`src/rtl/move_writer.sv`:
```
// move_writer: validates one ultimate tic-tac-toe move and performs its single
// write into ram_board. It then works out which macro board the opponent is
// forced into. It is the only driver of the ram_board write/address inputs.
module move_writer #(
    parameter int MAX_MOVES = 81
) (
    input  logic       clk,
    input  logic       reset,
    input  logic       jogar,
    input  logic [3:0] macro_in,
    input  logic [3:0] micro_in,
    input  logic [1:0] q,
    input  logic [1:0] state,
    output logic       we,
    output logic [1:0] data,
    output logic [3:0] addr_macro,
    output logic [3:0] addr_micro,
    output logic [1:0] jogador,
    output logic [3:0] next_macro,
    output logic [6:0] moves,
    output logic       busy,
    output logic       done,
    output logic       invalid
);

    typedef enum logic [3:0] {
        IDLE,
        CHECK,
        READ,
        EVAL,
        WRITE,
        SETTLE,
        NEXT,
        DONE,
        ERR
    } fsm_t;

    localparam logic [6:0] MOVES_CAP = 7'(MAX_MOVES);
    localparam logic [1:0] PLAYER_1  = 2'b01;
    localparam logic [1:0] PLAYER_2  = 2'b10;
    localparam logic [1:0] CELL_FREE = 2'b00;
    localparam logic [1:0] BOARD_OPEN = 2'b00;

    fsm_t       fsm_state;
    fsm_t       fsm_next;
    logic [3:0] m_r;
    logic [3:0] u_r;
    logic       coord_bad;
    logic       forced_bad;
    logic       cell_ok;

    // Board and cell numbers are 1..9; zero and 10..15 are never legal.
    function automatic logic in_range(input logic [3:0] v);
        return (v >= 4'd1) && (v <= 4'd9);
    endfunction

    // Rule checks used by the next-state logic, kept separate so they read
    // like the rules of the game.
    always_comb begin
        coord_bad  = !in_range(m_r) || !in_range(u_r);
        forced_bad = (next_macro != 4'd0) && (m_r != next_macro);
        cell_ok    = (q == CELL_FREE) && (state == BOARD_OPEN);
    end

    // FSM state register; reset drops any request in flight.
    always_ff @(posedge clk) begin
        if (reset) begin
            fsm_state <= IDLE;
        end else begin
            fsm_state <= fsm_next;
        end
    end

    // Latch the requested coordinates only when a request is accepted in IDLE.
    always_ff @(posedge clk) begin
        if (reset) begin
            m_r <= 4'd0;
            u_r <= 4'd0;
        end else if ((fsm_state == IDLE) && jogar) begin
            m_r <= macro_in;
            u_r <= micro_in;
        end
    end

    // Game bookkeeping: forced board, player to move and move counter only
    // change on the accepted path, so a rejection leaves them untouched.
    always_ff @(posedge clk) begin
        if (reset) begin
            jogador    <= PLAYER_1;
            next_macro <= 4'd0;
            moves      <= 7'd0;
        end else begin
            case (fsm_state)
                NEXT: begin
                    next_macro <= (state == BOARD_OPEN) ? u_r : 4'd0;
                end
                DONE: begin
                    jogador <= (jogador == PLAYER_1) ? PLAYER_2 : PLAYER_1;
                    if (moves < MOVES_CAP) begin
                        moves <= moves + 7'd1;
                    end
                end
                default: begin
                end
            endcase
        end
    end

    // Next-state logic: range/forced checks first, then the memory-based
    // checks once the registered read has returned.
    always_comb begin
        fsm_next = fsm_state;
        case (fsm_state)
            IDLE:    fsm_next = jogar ? CHECK : IDLE;
            CHECK:   fsm_next = (coord_bad || forced_bad) ? ERR : READ;
            READ:    fsm_next = EVAL;
            EVAL:    fsm_next = cell_ok ? WRITE : ERR;
            WRITE:   fsm_next = SETTLE;
            SETTLE:  fsm_next = NEXT;
            NEXT:    fsm_next = DONE;
            DONE:    fsm_next = IDLE;
            ERR:     fsm_next = IDLE;
            default: fsm_next = IDLE;
        endcase
    end

    // Output decode: the address follows the request while validating and
    // writing, then points at the target board so its state can be sampled.
    always_comb begin
        we         = 1'b0;
        data       = 2'b00;
        addr_macro = 4'd0;
        addr_micro = 4'd0;
        done       = 1'b0;
        invalid    = 1'b0;
        busy       = (fsm_state != IDLE);
        case (fsm_state)
            CHECK, READ, EVAL: begin
                addr_macro = m_r;
                addr_micro = u_r;
            end
            WRITE: begin
                addr_macro = m_r;
                addr_micro = u_r;
                we         = 1'b1;
                data       = jogador;
            end
            SETTLE, NEXT: begin
                addr_macro = u_r;
                addr_micro = 4'd0;
            end
            DONE: begin
                addr_macro = u_r;
                addr_micro = 4'd0;
                done       = 1'b1;
            end
            ERR: begin
                addr_macro = m_r;
                addr_micro = u_r;
                invalid    = 1'b1;
            end
            default: begin
            end
        endcase
    end

endmodule

```
`config.mk`:
```
export PLATFORM = sky130hd
export DESIGN_NAME = move_writer
export DESIGN_NICKNAME = d
export VERILOG_FILES = /design/src/rtl/move_writer.sv
export SDC_FILE = /design/constraint.sdc
export NUM_CORES = 1
export LEC_CHECK = 0
export CORE_ASPECT_RATIO = 1.75
export CORE_UTILIZATION = 35
export CTS_BUF_LIST = sky130_fd_sc_hd__clkbuf_16
export DETAILED_ROUTE_END_ITERATION = 12
export DONT_BUFFER_PORTS = 1
export SETUP_SLACK_MARGIN = 0.4
export SLEW_MARGIN = 20
export SYNTH_ARGS = -nofsm -noshare
export SYNTH_HDL_FRONTEND = slang
export SYNTH_SLANG_ARGS = --single-unit
export TNS_END_PERCENT = 100
```
`constraint.sdc`:
```
create_clock -name clk -period 1.85 [get_ports clk]
set_input_delay 0.2775 -clock clk [delete_from_list [all_inputs] [get_ports clk]]
set_output_delay 0.2775 -clock clk [all_outputs]
set_load 0.02 [all_outputs]
```
# After elaboration in Yosys (flattened, before gate mapping)
# Cells that the tools add are included.
[word_totals]
reg_bits = 25
inputBits = 15
output_inout_bits = 27
word_cells = 51
[op_classes]
n_addsub = 1
order_cmp = 5
n_eq_ne = 10
n_mux = 12
n_reduce_logical = 17
[ops]
columns = ["operator", "count"]
rows = [
  ["$pmux 4 s7", 1],
  ["$eq 4x3->1 const B", 4],
  ["$mux 4", 4],
  ["$eq 4x2->1 const B", 2],
  ["$ge 4x1->1 const B", 2],
  ["$le 4x4->1 const B", 2],
  ["$pmux 4 s2", 1],
  ["$reduce_bool 4->1", 2],
  ["$add 7x1->7 const B", 1],
  ["$lt 7x7->1 const B", 1],
  ["$logic_and 1x1->1", 5],
  ["$reduce_or 5->1", 1],
  ["$eq 4x1->1 const B", 1],
  ["$eq 4x4->1 const B", 1],
  ["$logic_not 2->1", 2],
  ["$logic_not 4->1", 1],
  ["$mux 1", 4],
  ["$mux 2", 2],
  ["$ne 4x4->1", 1],
  ["$reduce_or 3->1", 1],
  ["$eq 2x1->1 const B", 1],
  ["$logic_not 1->1", 2],
  ["$logic_or 1x1->1", 2],
  ["$reduce_and 2->1", 1],
]

# Logic depth before layout (Yosys ltp)
[logic_depth]
ltp_word = 7
ltp_mapped = 6
mapped_depth_nobuf = 5

# Worst setup path before layout
# Ideal clock, no wire load.
[synth_timing]
kind = "reg-to-output"
startpoint = "reg fsm_state[1]"
endpoint = "out addr_macro[0]"
arrival_ps = 1464
required_time_ps = 1572
path_slack_ps = 109
stages_incl_launch_ff = 6
path_cell_list = "dfxtp_1 -> buf_2 -> nor2_1 -> and3_1 -> o21bai_2 -> a22o_1"
[synth_between]
elab_chain_len = 3
elab_cells_between_ends = 11
cone_classes = "eq/ne: 8; mux: 1; reduce/logical: 2"
[synth_rtl]
columns = ["item", "line_no", "rtl"]
rows = [
  ["start: declaration", "44", "fsm_t fsm_state;"],
  ["start signal: assignment", "70", "fsm_state <= fsm_next;"],
  ["$eq 4x3->1, or another cell as far along", "137", "case (fsm_state)"],
  ["$reduce_or 5->1 (no line) / $reduce_or 3->1 (equally long branches)", "--", ""],
  ["$pmux 4 s2 (*)", "137", ""],
  ["end: declaration", "16", "output logic [3:0] addr_macro,"],
]
# Every way passes the cells marked *; elsewhere a longest branch is shown, timed or not.

# Worst setup path in the final report
[layout_timing]
startpoint = "reg fsm_state[0]"
endpoint = "out addr_micro[2]"
[layout_between]
elab_chain_len = 3
elab_cells_between_ends = 7
cone_classes = "eq/ne: 5; mux: 1; reduce/logical: 1"
[layout_rtl]
columns = ["item", "line_no", "rtl"]
rows = [
  ["$eq 4x3->1, or another cell as far along", "137", ""],
  ["$reduce_or 5->1 (no line) (*)", "--", ""],
  ["$mux 4 (*)", "137", ""],
  ["end: declaration", "17", "output logic [3:0] addr_micro,"],
]
# Marked as above.

==> qor.yml <==
outcome: "finished, final reports clean"
grt_pass1_wl_um: 4892
antenna_cells: 0
critPathRequiredTime_ns: 1.57
p_seq_share_pct: 48.0
overflow: 0
r2r-start: "fsm_state[0]$_SDFF_PP0_"
cts.clk_slew.worst_paths_ns: 0.06
nNetsFinal: 170
dieArea_sq_um: 3946
synth_ff_type: "dfxtp_1"
viasPerCell: 5.631
switching_share_pct: 24.18
pwr-share-comb_pct: 12.2
fin_crit_ns: 1.733
root_buffer: "clkbuf_16"
ys_async_sr_fraction_pct: 0
clk_path_buf_depth: 2
fp.dieH_um: 82.35
final_max_slew_viol_count: 0
synth_area_sq_um: 1291
critPathKind: "reg -> out"
antenna_found_initial: 0
core_sq_um: 3433
relSlewSlack_pct: 67.63
ir_worst_vdd_mv: 0.6013
p_leak_nw: 0.6488
synth_most_common_cell: "dfxtp_1"
drive_above_1_share_pct: 37.25
htree_levels: 1
min_period_over_period_pct: 93.65
synth_xor_area_share_pct: 4.070
drt_iter0_drc: 25
postLayoutSetupSlackWorst_ns: 0.1174
num_vias: 1115
netlist_top_cells_count: "dfxtp_1, nor2_1, a21oi_1, mux2i_1, nand3_1"
clock-sinks: 25
tightest_slew_ns: 0.4838
cts_tree: "done"
yosys.area_share.simple_pct: 29.55
cp_cell_sequence: "nor2_4, and3_4, o21bai_4, and2_4"
grt_max_degree: 25
hp-class: "in -> reg"
synth_nets: 163
clkPwrFrac_pct: 39.9
setup_viol: 0
startpoint: "fsm_state[0]$_SDFF_PP0_"
synth_area_leaders: "dfxtp_1, mux2i_1, nor2_1, a21oi_1, xnor2_1"
synth_top_family_by_area: "simple AND/OR/NAND/NOR gates"
fin_worst_skew_ns: 0.002714
synthAdderAreaFrac_pct: 0.9690
routed_wl_um: 3117
critPathSlowestCell: "dfxtp_4"
worstSetupStartpointType: "flop"
start_util_pct: 37.61
drtPass1Iterations: 4
cp-end-kind: "output port"
drc: 0
netlist.top_cell.by_area: "dfxtp_1"
cp_slowest_stage_delay_ns: 0.35
insertion_delay_ns: 0.26
hold_violations: 0
grt_pass1_vias: 1099
yosysUniqueCellTypes: 35
area_growth_pct: 24.81
rows: 28
arrival_ns: 1.46
p_per_area_nw_per_um2: 747.9
synth_edf_count: 0
track_usage_pct: 17.04
synth_top_area_share_pct: 38.76
ys_ff_latch: 25
dieWidth_um: 47.92
cts_buffers: 3
yosysWarnings: 0
synthCells: 147
maxCapViolations: 0
ant_nets: 0
ios: 42
fmax_mhz: 577.2
place_congestion: 0.9178
ys_seq_area_share_pct: 38.76
synth_compound_area_share_pct: 14.53
rsz0062_at_grt: "true"
hold_start: "reset"
syn_area_per_cell_sq_um: 8.784
finalSetupTns_ns: 0
wl_per_cell_um: 15.74
synthMuxAreaShare_pct: 7.752
p_int_mw: 0.9138
p_switching_mw: 0.2915
post-place-ws_ns: 0.2523
path_max_fanout: 8
place.port_buffers: 0
dp_hpwl_um: 2181
what timing repair did:
item / CTS / global route
buffers inserted: 6 / 2
setup endpoints to repair: 26 / 21
resized for setup: 27 / 24
hold buffers: 0 / 0
pin swaps: 9 / 11
cloned: 0 / 0
cells in the final DEF (no fill, tap or decap), types with 2 or more instances in the layout:
cell and n:
nand3_1 7, or3_1 4, nand2b_1 5, a21oi_1 11, dfxtp_4 7, and2_4 5
dfxtp_2 9, buf_4 7, buf_6 3, mux2i_1 10, nor2_1 16, dfxtp_1 9
o21ai_0 4, nand2_1 5, and3_4 2, nor2b_1 3, or2_2 2, xnor2_1 4
clkbuf_16 3, or4_1 2, nor3_1 3, nor2_2 2, a22o_4 4
sequential cells by signal (all words and copies together) (netlist names):
name,flops
moves,7
fsm_state,4
m_r,4
next_macro,4
u_r,4
jogador,2
cell type report:
class                      count  area [sq um]
sequential                    25         538.0
fill                         360          1822
multi-input combinational    112         840.8
clock inverter                 1         7.507
timing repair buffer          10         86.33
inverter                       2         7.507
tap                           45         56.30
clock buffer                   3         75.07
worst max-delay path: cells and delay by family (launching register included):
family             cells  cell delay, ns
DFF                    1            0.35
AOI/OAI and AO/OA      1            0.20
and+or+nand+nor        3            0.65
metal layers:
metal	track usage, %	vias to the layer above	routed length, um
li1	-	537	-
met1	19.33	528	1246
met2	28.78	42	1639
met3	2.174	8	140
met4	10.00	0	90
met5	0	-	0
power groups by stage:
stage                     Sequential, mW  Combinational [mW]  Clock, mW
final                              0.578               0.147      0.480
after global routing               0.581               0.159      0.519
after CTS                          0.580               0.136      0.491
after detailed placement           0.597               0.111          0
after global placement             0.597               0.107          0
after floorplan                    0.581               0.116          0
final timing paths:
kind | end | slack [ns] | cells after the start
min reg2reg | moves[4]$_SDFFE_PP0P_ | 0.53 | 2
min | moves[4]$_SDFFE_PP0P_ | 0.08 | 1
max | addr_micro[2] | 0.12 | 4
max reg2reg | moves[3]$_SDFFE_PP0P_ | 0.40 | 5
logic make-up (layout without fill, tap and decap cells):
family	after synthesis	after routing
buf+inv	10	16
mux	10	10
xor+xnor	6	6
simple gates	68	68
compound gates	27	27
flops	25	25
fa+ha+maj	1	1
metrics by stage:
step	area, sq um	utilization, %	hold slack (ns)	power, mW	std cells
global placement	1343	39.10	0.3437	0.7045	186
finish	1612	46.94	0.07820	1.205	198
CTS	1538	44.79	0.07267	1.206	196
detailed placement	1343	39.10	0.3490	0.7083	186
floorplan	1325	-	0.3543	0.6970	147
global route	1612	46.94	0.06640	1.259	198
No activity file was read; power rests on OpenSTA's default activity.
